==> src/rtl/alu_pkg.sv <==
// Shared ALU_Control operation codes and execute-unit state encoding.
// ALU_Control produces these same codes, so both sides stay in step.
package alu_pkg;

   localparam logic [2:0] CTRL_AND = 3'b000;
   localparam logic [2:0] CTRL_OR  = 3'b001;
   localparam logic [2:0] CTRL_ADD = 3'b010;
   localparam logic [2:0] CTRL_SUB = 3'b110;
   localparam logic [2:0] CTRL_SLT = 3'b111;
   localparam logic [2:0] CTRL_MUL = 3'b011;

   typedef enum logic {
      ST_IDLE = 1'b0,
      ST_MUL  = 1'b1
   } state_t;

endpackage

==> src/rtl/mul_iter.sv <==
// Iterative shift-add multiplier: one multiplier bit per clock, WIDTH clocks per product.
// done/product are combinational so the final partial sum is captured on the completing edge.
module mul_iter
   import alu_pkg::*;
#(
   parameter int WIDTH = 32
) (
   input  logic             clk_i,
   input  logic             rst_i,
   input  logic             start,
   input  logic             flush,
   input  logic [WIDTH-1:0] op_a,
   input  logic [WIDTH-1:0] op_b,
   output logic             done,
   output logic [WIDTH-1:0] product
);

   localparam int CW = $clog2(WIDTH + 1);

   logic [WIDTH-1:0] multiplicand;
   logic [WIDTH-1:0] multiplier;
   logic [WIDTH-1:0] acc;
   logic [WIDTH-1:0] acc_next;
   logic [CW-1:0]    cnt;
   logic             busy;

   assign acc_next = multiplier[0] ? acc + multiplicand : acc;
   assign done     = busy && !flush && (cnt == CW'(WIDTH - 1));
   assign product  = acc_next;

   // Bits shifted past WIDTH are dropped, giving the low half of the product.
   always_ff @(posedge clk_i or posedge rst_i) begin
      if (rst_i) begin
         multiplicand <= '0;
         multiplier   <= '0;
         acc          <= '0;
         cnt          <= '0;
         busy         <= 1'b0;
      end else if (flush) begin
         busy <= 1'b0;
      end else if (start) begin
         multiplicand <= op_a;
         multiplier   <= op_b;
         acc          <= '0;
         cnt          <= '0;
         busy         <= 1'b1;
      end else if (busy) begin
         acc          <= acc_next;
         multiplicand <= multiplicand << 1;
         multiplier   <= multiplier >> 1;
         cnt          <= cnt + 1'b1;
         if (done) begin
            busy <= 1'b0;
         end
      end
   end

endmodule

==> src/rtl/alu_exec_unit.sv <==
// Execute-stage ALU: single-cycle logic/arithmetic ops plus an iterative MUL that
// drops ready_o so the hazard unit stalls the front of the pipeline.
module alu_exec_unit
   import alu_pkg::*;
#(
   parameter int WIDTH = 32
) (
   input  logic             clk_i,
   input  logic             rst_i,
   input  logic             valid_i,
   output logic             ready_o,
   input  logic             flush_i,
   input  logic [2:0]       ctrl_i,
   input  logic [WIDTH-1:0] data1_i,
   input  logic [WIDTH-1:0] data2_i,
   output logic             valid_o,
   output logic [WIDTH-1:0] result_o,
   output logic             zero_o
);

   state_t           state;
   state_t           state_next;
   logic             accept;
   logic             mul_start;
   logic             mul_done;
   logic [WIDTH-1:0] mul_product;
   logic [WIDTH-1:0] alu_result;
   logic [WIDTH-1:0] result_next;
   logic             load_result;

   assign ready_o   = (state == ST_IDLE) && !rst_i;
   assign accept    = valid_i && ready_o && !flush_i;
   assign mul_start = accept && (ctrl_i == CTRL_MUL);

   mul_iter #(
      .WIDTH(WIDTH)
   ) u_mul (
      .clk_i  (clk_i),
      .rst_i  (rst_i),
      .start  (mul_start),
      .flush  (flush_i),
      .op_a   (data1_i),
      .op_b   (data2_i),
      .done   (mul_done),
      .product(mul_product)
   );

   // Reserved codes fall through to zero so EX/MEM still sees a defined result.
   always_comb begin
      alu_result = '0;
      case (ctrl_i)
         CTRL_AND: alu_result = data1_i & data2_i;
         CTRL_OR:  alu_result = data1_i | data2_i;
         CTRL_ADD: alu_result = data1_i + data2_i;
         CTRL_SUB: alu_result = data1_i - data2_i;
         CTRL_SLT: alu_result = {{(WIDTH - 1){1'b0}}, ($signed(data1_i) < $signed(data2_i))};
         default:  alu_result = '0;
      endcase
   end

   always_comb begin
      state_next  = state;
      load_result = 1'b0;
      result_next = alu_result;
      if (flush_i) begin
         state_next = ST_IDLE;
      end else begin
         case (state)
            ST_IDLE: begin
               if (accept) begin
                  if (ctrl_i == CTRL_MUL) begin
                     state_next = ST_MUL;
                  end else begin
                     load_result = 1'b1;
                  end
               end
            end
            ST_MUL: begin
               if (mul_done) begin
                  state_next  = ST_IDLE;
                  load_result = 1'b1;
                  result_next = mul_product;
               end
            end
            default: state_next = ST_IDLE;
         endcase
      end
   end

   always_ff @(posedge clk_i or posedge rst_i) begin
      if (rst_i) begin
         state <= ST_IDLE;
      end else begin
         state <= state_next;
      end
   end

   always_ff @(posedge clk_i or posedge rst_i) begin
      if (rst_i) begin
         result_o <= '0;
         zero_o   <= 1'b0;
         valid_o  <= 1'b0;
      end else begin
         valid_o <= load_result;
         if (load_result) begin
            result_o <= result_next;
            zero_o   <= (result_next == '0);
         end
      end
   end

endmodule

==> config.mk <==
export PLATFORM = sky130hd
export DESIGN_NAME = alu_exec_unit
export DESIGN_NICKNAME = d
export VERILOG_FILES = /design/src/rtl/alu_pkg.sv /design/src/rtl/mul_iter.sv /design/src/rtl/alu_exec_unit.sv
export SDC_FILE = /design/constraint.sdc
export NUM_CORES = 1
export LEC_CHECK = 0
export ABC_AREA = 1
export BUFFER_PORTS_ARGS = -buffer_cell sky130_fd_sc_hd__buf_4
export CAP_MARGIN = 20
export CORE_MARGIN = 2
export CORE_UTILIZATION = 50
export CTS_CLUSTER_SIZE = 8
export DETAILED_ROUTE_END_ITERATION = 12
export GPL_TIMING_DRIVEN = 0
export PLACE_DENSITY = 0.66
export SETUP_SLACK_MARGIN = 0.3
export SYNTH_ARGS = -nofsm -noshare
export SYNTH_HDL_FRONTEND = slang
export SYNTH_SLANG_ARGS = --single-unit
export TNS_END_PERCENT = 10
==> constraint.sdc <==
create_clock -name clk_i -period 5.3 [get_ports clk_i]
set_clock_uncertainty 0.1 [all_clocks]
set_input_delay 0.53 -clock clk_i [delete_from_list [all_inputs] [get_ports clk_i]]
set_output_delay 0.53 -clock clk_i [all_outputs]
set_load 0.05 [all_outputs]
==> run_results.csv, run 1 <==
group,metric,value,unit
floorplan,die_h,177,um
route,vias,17500,
placed_design,placed_cell_area,16200,um2
synthesis,synth_edf_count,0,
synthesis,synth_cell_types,42,
route,dr.pass1.iters,6,
clock_network,clock_path_buffers,2,
worst_setup_path,rr_startpoint,"u_mul.multiplicand[18]",
placed_design,gp_congestion,1.02,
floorplan,start_util,0.505,
finish,final_cell_mix,"nand2_1, inv_1, nand3_1",
synthesis,syn_nets,2693,
sta,rsz0062_at_grt,"no",
route,postRouteAntennaNets,0,
synthesis,yosysWarningCount,0,
finish,nets,2818,
synthesis,synth_cells,2488,
sta,finalCritPeriodShare,0.647,
worst_setup_path,critPathLaunchType,"input port",
power_and_ir_drop,power_density,332,nW/um2
power_and_ir_drop,leakagePower,9.32,nW
floorplan,die_w,177,um
sta,relSlewSlack,0.376,
global_routing,grt_pass1_wl,92.6,mm
synthesis,synth.avg_cell_area,6.01,um2
global_routing,grt_pass1_vias,16800,
sta,setup_tns,0,ns
clock_network,cts_root_buffer,"clkbuf_16",
synthesis,synthTopCellsByArea,"dfrtp_1, nand2_1, inv_1, ha_1, nand3_1",
sta,slew_violations,0,
worst_setup_path,startpoint,"data1_i[6]",
clock_network,postCtsResizedCells,0,
finish,fillers,2963,
clock_network,clock-sinks,138,
clock_network,ctsHoldBuffers,0,
synthesis,seq_area_frac_synth,0.231,
floorplan,pin_count,106,
finish,final_common_cell,"nand2_1",
worst_setup_path,cp_max_fo,9,
clock_network,clk_pin_slew,0.06,ns
sta,max_freq,0.292,GHz
placed_design,place_hpwl,51.2,mm
finish,drive_gt1_frac,0.0766,
clock_network,post-cts-setup-buffer-count,0,
synthesis,syn-cell-area,14900,um2
worst_setup_path,critPathKind,"input port to register",
global_routing,grtUsageTotal,0.395,
global_routing,antenna_found_initial,1,
finish,finalInstanceArea,16900,um2
route,wl,62.0,mm
power_and_ir_drop,ir_drop,0.000255,V
synthesis,synthFlopType,"dfrtp_1",
route,first_iter_violations,1896,
finish,utilization,0.571,
clock_network,numCtsBuffers,17,
clock_network,htree_levels,4,
floorplan,dieArea,31300,um2
worst_setup_path,crit_required,5.55,ns
synthesis,synth_top_cell_by_area,"dfrtp_1",
placed_design,numPortBuffers,105,
finish,diodes,0,
synthesis,ys_async_sr_fraction,1.00,
finish,area_growth,13.0,%
sta,min_period,3.43,ns
route,drc,0,
route,routed_via_density,5.80,
worst_hold_path,hp-class,"input port to async pin",
run_status,outcome,"complete, no violations",
placed_design,post-place-ws,1.55,ns
clock_network,cts_tree,"yes",
sta,postLayoutSetupSlackWorst,1.87,ns
route,routedWlPerCell,20.6,um
clock_network,insertion_delay,0.42,ns
sta,hold_viol_final,0,
worst_setup_path,critPathArrivalTime,3.68,ns
floorplan,core_area,29600,um2
synthesis,synthDominantCellAreaShare,0.231,
worst_setup_path,endpoint_kind,"register",
run,maxCapViolations,0,
global_routing,grt_max_degree,72,
floorplan,row_count,63,
global_routing,grt.overflow.total,0,
synthesis,ys_ff_latch,138,
sta,tightest_slew,0.929,ns
sta,setup_viol,0,
==> final timing paths <==
| kind | endpoint | slack, ns | cells after the start |
|---|---|---|---|
| min reg2reg | result_o[2] | 0.39 | 2 |
| max reg2reg | zero_o | 2.02 | 15 |
| min in group clk_i | state | 0.28 | 3 |
| max | zero_o | 1.87 | 21 |
| max in group asynchronous | valid_o | 4.22 | 3 |
| min | result_o[10] | 0.11 | 2 |
==> report_power, final <==
group / internal, mW / switching [mW] / total, mW
Clock: 0.834 / 0.454 / 1.29
Sequential: 1.33 / 0.240 / 1.57
Combinational: 0.857 / 1.88 / 2.74
==> final cells by class <==
cell class	instances	area, um2	share of cell area
timing repair buffer	106	816	0.0483
buffer	81	394	0.0234
sequential	138	3450	0.205
clock inverter	7	138	0.00815
clock buffer	24	492	0.0291
multi-input combinational	1812	9380	0.556
inverter	457	1720	0.102
tap	390	488	0.0289
==> layer usage <==
| metal | track usage | share of wire | up-vias | wire (um) |
|---|---|---|---|---|
| li1 | - | - | 8226 | - |
| met1 | 0.484 | 0.39 | 8177 | 24200 |
| met2 | 0.684 | 0.47 | 891 | 29300 |
| met3 | 0.0473 | 0.079 | 189 | 4920 |
| met4 | 0.200 | 0.058 | 2 | 3600 |
| met5 | 0 | 0.00021 | - | 13 |
==> cells in the mapped netlist, types with 3 or more instances <==
master    instances
a22oi_1          11
o21bai_1          7
a21oi_2           3
o221ai_1         23
nor2_1          198
buf_6             4
nand3b_1         14
buf_4             8
nand4_1          50
inv_1           449
a31oi_1          24
o211ai_1         33
o22ai_1          39
dfrtp_1         138
buf_2            24
nand2_1         773
nand3_1         259
nor2_2            7
nor3_1           21
ha_1            131
clkbuf_1         40
inv_2             7
nor3_2            3
a21oi_1          86
buf_1             5
fa_1              3
nand2_2           4
nand3_2           4
and2_1            4
o21ai_0          99
==> cell families (layout without fill, tap and decap cells) <==
family	count (synthesis)	after routing	synth area share
AOI/OAI and AO/OA	333	333	0.133
xor gates and xnor gates	3	3	0.00176
adders and majority gates	134	134	0.114
buffers and inverters	538	675	0.141
DFF	138	138	0.231
and+or+nand+nor	1342	1342	0.379
==> worst max-delay path, stage by stage <==
cell and delay [ns]:
buf_4 0.13, inv_1 0.18, ha_1 0.27, buf_4 0.17
nor2_2 0.22, nand2_1 0.10, inv_1 0.06, nand3_1 0.11
nand2_1 0.22, nand2_1 0.10, nand2_1 0.15, nand2_1 0.10
nand2_1 0.08, nand2_1 0.05, nand3_1 0.26, nand2_1 0.17
a21oi_1 0.20, nand4_1 0.18, nor2_1 0.21, nand4_1 0.11
nand2_1 0.08
==> registers in the layout (all words and copies together), names as in the netlist <==
register / cells
u_mul.multiplier: 32
u_mul.acc: 32
valid_o: 1
u_mul.cnt: 6
u_mul.multiplicand: 32
u_mul.busy: 1
zero_o: 1
state: 1
result_o: 32
==> through the flow <==
step	std cells	hold WS, ns	total power, mW
3_3_place_gp	2983	0.372	4.16
6_report	3015	0.105	5.60
3_5_place_dp	2984	0.376	4.22
2_1_floorplan	2488	0.359	3.37
5_1_grt	3015	0.161	5.93
4_1_cts	3015	0.129	5.52
Note: power is estimated with default switching activity, not from simulation.
==> run 2, diff against run 1 <==
- clock period: 5.3 -> 3.44 ns (I/O delays scaled with it)
==> run 2 against run 1 <==
First-iteration DRC count down 5.3%; die area unchanged; sequential share of layout area down 0.23 points; clock power up 64%; critical path depth unchanged.
==> run_results.csv, run 2 (synthesis results as in run 1) <==
group,metric,value,unit
run_status,outcome,"complete, no violations",
sta,min_period,2.98,ns
sta,hold_viol_final,0,
power_and_ir_drop,leakagePower,9.37,nW
power_and_ir_drop,total_power,8.77,mW
clock_network,cts_root_buffer,"clkbuf_16",
global_routing,grt_pass1_wl,90.9,mm
clock_network,cts_tree,"yes",
sta,slew_violations,0,
finish,diodes,0,
worst_setup_path,critPathLaunchType,"input port",
finish,nets,2821,
sta,worst_hold_slack,0.0785,ns
placed_design,place_hpwl,50.9,mm
worst_hold_path,hp-class,"input port to register",
placed_design,dpl.cell_count,2986,
worst_setup_path,critPathKind,"input port to register",
floorplan,die_w,177,um
worst_hold_path,hold_depth,3,
placed_design,gp_congestion,1.03,
worst_setup_path,critPathArrivalTime,3.25,ns
clock_network,clock_path_buffers,2,
clock_network,numCtsBuffers,17,
sta,postLayoutSetupSlackWorst,0.458,ns
floorplan,dieArea,31300,um2
route,postRouteAntennaNets,0,
clock_network,clk_pin_slew,0.06,ns
global_routing,antenna_found_initial,2,
sta,relSlewSlack,0.331,
global_routing,grt_pass1_vias,16600,
worst_setup_path,cp_slowest_cell,"ha_1",
worst_setup_path,rr_worst_depth,18,
route,wl,60.5,mm
route,first_iter_violations,1795,
worst_setup_path,cp_num_buf_inv,4,
worst_setup_path,endpoint_kind,"register",
finish,final_common_cell,"nand2_1",
clock_network,htree_levels,4,
worst_setup_path,crit_top_cell,"nand2_1",
sta,tightest_slew,0.995,ns
route,routed_via_density,5.72,
sta,setup_tns,0,ns
global_routing,grtUsageTotal,0.388,
finish,layout.cells.non_filler,3017,
clock_network,clock-sinks,138,
worst_setup_path,crit_cells,21,
route,dr.pass1.iters,5,
worst_setup_path,crit_family,"simple AND/OR/NAND/NOR gates",
floorplan,pin_count,106,
finish,fillers,3029,
sta,setup_viol,0,
worst_setup_path,path_cells,"buf_4 > inv_1 > ha_1 > buf_4 > nor2_2 > nand2_1 > inv_1 > nand3_1 > nand2_2 > nand2_1 > nand2_1 > nand2_1 > nand2_1 > nand2_1 > nand3_2 > nand2_1 > a21oi_1 > nand4_1 > nor2_1 > nand4_1 > nand2_1",
sta,rsz0062_at_grt,"no",
floorplan,core_area,29600,um2
finish,final_cell_mix,"nand2_1, inv_1, nand3_1",
power_and_ir_drop,power_density,513,nW/um2
placed_design,post-place-ws,-0.183,ns
finish,drive_gt1_frac,0.0895,
worst_setup_path,rrSetupSlack,0.48,ns
global_routing,grt.overflow.total,0,
clock_network,post-cts-setup-buffer-count,0,
power_and_ir_drop,ir_drop,0.000377,V
worst_setup_path,cp_max_fo,9,
route,vias,17300,
floorplan,die_h,177,um
worst_setup_path,crit_required,3.71,ns
finish,regArea,3450,um2
clock_network,insertion_delay,0.43,ns
route,drc,0,
run,maxCapViolations,0,
floorplan,start_util,0.505,
sta,finalCritPeriodShare,0.867,
finish,area_growth,14.3,%
global_routing,grt_max_degree,42,
worst_setup_path,slowest_delay,0.26,ns
sta,max_freq,0.335,GHz
floorplan,row_count,63,
route,routedWlPerCell,20.1,um
finish,multi_input_area,9490,um2
placed_design,numPortBuffers,105,
==> run 2: changes by cell type in the layout (fill, tap and decap cells not counted), moves of 6 or more <==
| cell | delta |
|---|---|
| nand2_1 | -8 |
| nand2_2 | +8 |
| nand3_1 | -6 |
| nand3_2 | +6 |
| nor2_1 | -7 |
| nor2_2 | +6 |
==> run 2: timing repair <==
| action | 4_1_cts | 5_1_grt |
|---|---|---|
| pin swaps | 0 | 2 |
| setup endpoints to repair | 1 | 1 |
| endpoints found under the hold margin | 25 | 0 |
| resized for setup | 3 | 32 |
| hold buffers | 1 | 0 |
| cloned | 0 | 0 |
==> run 2: layer usage <==
layer  vias to the layer above  global-route usage  routed length, um
li1                       8244                   -                  -
met1                      8044               0.476              24100
met2                       800               0.666              28700
met3                       177              0.0442               4280
met4                         4               0.207               3420
met5                         -                   0                 30
==> run 2: tightest hold or removal path: stages <==
cell and delay, ns:
buf_4 0.10, or2_2 0.10, inv_1 0.03
==> run 2: final timing paths <==
| check | from | to |
|---|---|---|
| worst max-delay path | data1_i[6] | zero_o |
| worst min-delay path | flush_i | state |
| worst max register to register | u_mul.multiplicand[2] | zero_o |
| worst min register to register | result_o[6] | result_o[6] |
| max in group asynchronous | rst_i | u_mul.acc[29] |
| min in group asynchronous | rst_i | u_mul.multiplicand[2] |
==> run 2: layout make-up <==
| type | instances | share of cell area |
|---|---|---|
| clock inverters | 11 | 0.0128 |
| clock buffers | 19 | 0.0265 |
| multi-input cells | 1812 | 0.556 |
| well taps | 390 | 0.0286 |
| flip-flops and latches | 138 | 0.202 |
| plain buffers | 81 | 0.0231 |
| repair buffers | 109 | 0.0503 |
| inverters | 457 | 0.101 |
==> run 2: stage by stage <==
stage	area, um2	utilization
2_1_floorplan	14900	-
3_3_place_gp	16200	0.549
3_5_place_dp	16300	0.551
4_1_cts	17000	0.574
5_1_grt	17100	0.578
6_report	17100	0.578
==> run 2: report_power, final <==
part           internal, mW  total [mW]  switching, mW
Clock                  1.39        2.11          0.717
Sequential             2.05        2.43          0.376
Combinational          1.34        4.23           2.88
==> run 3, diff against run 2 <==
- PLACE_DENSITY: 0.66 -> 0.79
==> run 3 against run 2 <==
Wire length grew 1.2%; setup slack got worse by 0.0096 ns; clock-buffer cell count is 1 lower; critical path type is now register to register; critical endpoint unchanged; largest cell class unchanged; largest power group unchanged.
==> run_results.csv, run 3 (synthesis results as in run 1) <==
group,metric,value,unit
worst_setup_path,rr_startpoint,"u_mul.multiplicand[0]",
clock_network,insertion_delay,0.44,ns
sta,tightest_slew,0.883,ns
floorplan,dieArea,31300,um2
sta,setup_viol,0,
route,dr.pass1.iters,7,
finish,diodes,0,
global_routing,grt.overflow.total,0,
floorplan,core_area,29600,um2
worst_setup_path,critPathKind,"register to register",
worst_hold_path,worstHoldStart,"flush_i",
worst_setup_path,cp_slowest_cell,"fa_2",
power_and_ir_drop,leakagePower,9.33,nW
worst_setup_path,cp_max_fo,4,
finish,drive_gt1_frac,0.0970,
power_and_ir_drop,combPwrFrac,0.496,
worst_setup_path,critPathArrivalTime,3.26,ns
global_routing,grt_pass1_vias,16500,
route,routedWlPerCell,20.3,um
worst_setup_path,path_cells,"ha_2 > fa_2 > nand2_1 > nand2_1 > nand3_1 > nand2_2 > nand2_1 > nand2_2 > nand2_1 > nand3_1 > nand2_2 > nor2_1 > a21oi_2 > nand2_1 > nor2_1 > nand3_1 > nor2_1 > nand4_1 > nand2_1",
clock_network,clock-sinks,138,
finish,final_common_cell,"nand2_1",
placed_design,dpl.cell_count,2986,
sta,worst_hold_slack,0.0641,ns
placed_design,gp_congestion,1.01,
global_routing,grt_pass1_wl,91.2,mm
sta,finalCritPeriodShare,0.870,
finish,nets,2822,
clock_network,cts_tree,"yes",
clock_network,clk_pin_slew,0.06,ns
global_routing,antenna_found_initial,0,
placed_design,post-place-ws,-0.0376,ns
power_and_ir_drop,ir_drop,0.000365,V
power_and_ir_drop,p_sw_frac,0.468,
finish,layout.cells.non_filler,3020,
power_and_ir_drop,p_sw,4.01,mW
worst_setup_path,rr_worst_depth,19,
power_and_ir_drop,pwr-share-seq,0.282,
power_and_ir_drop,clkPwrFrac,0.222,
sta,slew_violations,0,
global_routing,grt_max_degree,42,
sta,postLayoutSetupSlackWorst,0.448,ns
route,vias,17500,
run,maxCapViolations,0,
floorplan,pin_count,106,
clock_network,cts_root_buffer,"clkbuf_16",
clock_network,clock_path_buffers,2,
floorplan,die_h,177,um
clock_network,numCtsBuffers,17,
sta,setup_tns,0,ns
worst_setup_path,crit_required,3.71,ns
route,routed_via_density,5.79,
worst_setup_path,r2r-end,"zero_o",
route,drc,0,
worst_hold_path,hold_path_end,"state",
worst_setup_path,endpoint_kind,"register",
floorplan,start_util,0.505,
sta,rsz0062_at_grt,"no",
sta,hold_viol_final,0,
sta,max_freq,0.334,GHz
sta,min_period,2.99,ns
route,postRouteAntennaNets,0,
placed_design,place_hpwl,51.2,mm
sta,relSlewSlack,0.409,
clock_network,htree_levels,4,
run_status,outcome,"complete, no violations",
floorplan,die_w,177,um
worst_setup_path,crit_top_cell,"nand2_1",
floorplan,row_count,63,
worst_setup_path,slowest_delay,0.44,ns
route,first_iter_violations,1720,
finish,area_growth,14.3,%
route,wl,61.2,mm
power_and_ir_drop,internal_power,4.56,mW
worst_hold_path,hold_depth,3,
power_and_ir_drop,power_density,502,nW/um2
placed_design,numPortBuffers,105,
finish,final_cell_mix,"nand2_1, inv_1, nand3_1",
worst_hold_path,hp-class,"input port to register",
worst_setup_path,critPathLaunchType,"register",
finish,utilization,0.578,
global_routing,grtUsageTotal,0.389,
worst_setup_path,rrSetupSlack,0.45,ns
-- run 3: cell count changes in the layout (fill, tap and decap cells not counted), moves of 3 or more --
cell / change
nand3_2: +4
a21oi_1: -4
nor2_2: +3
nor2_1: -3
nand2_1: -3
ha_1: -4
bufinv_16: -3
nand2_2: +3
nand3_1: -4
a21oi_2: +4
ha_2: +3
-- run 3: power by group through the flow --
stage	Clock (mW)	Combinational [mW]	Sequential, mW
after global placement	0	3.95	2.41
after detailed placement	0	4.05	2.42
after CTS	1.89	4.08	2.39
after global routing	1.95	4.71	2.46
final	1.90	4.25	2.42
after floorplan	0	2.65	2.54
-- run 3: critical path: cells and delay by family, from the launching register on --
kind / cells / cell delay, ns
simple gates: 16 / 1.60
flops: 1 / 0.41
compound gates: 1 / 0.16
fa+ha+maj: 2 / 0.66
-- run 3: how the worst max path moves through the flow --
| stage | startpoint | to | depth (start not counted) |
|---|---|---|---|
| final | u_mul.multiplicand[0] | zero_o | 19 |
| after CTS | u_mul.multiplicand[0] | zero_o | 19 |
| after global routing | u_mul.multiplicand[13] | zero_o | 15 |
| after global placement | data1_i[0] | zero_o | 21 |
| after detailed placement | data1_i[17] | zero_o | 20 |
| after floorplan | u_mul.acc[0] | zero_o | 19 |
-- run 3: area by class of cell --
cell class	instances	area (um2)
fill	3003	12500
multi-input combinational	1812	9550
sequential	138	3450
inverter	457	1720
timing repair buffer	110	866
tap	390	488
clock buffer	18	429
buffer	81	394
clock inverter	14	173
-- run 3: metal layers --
metal | part of all wire | global-route usage
met5 | 0 | 0
met4 | 0.046 | 0.178
met3 | 0.075 | 0.0505
met2 | 0.48 | 0.661
met1 | 0.40 | 0.491
-- run 3: through the flow --
stage	cell area [um2]	power (mW)
after CTS	16900	8.36
after floorplan	14900	5.20
final	17100	8.58
after global placement	16200	6.36
after global routing	17100	9.12
after detailed placement	16300	6.46
-- run 3: timing repair --
action,in CTS,in global routing
gates resized for setup,2,49
endpoints found under the setup margin,1,1
buffers inserted,0,1
pin swaps,0,4
hold buffers,1,0
hold endpoints to repair,23,0
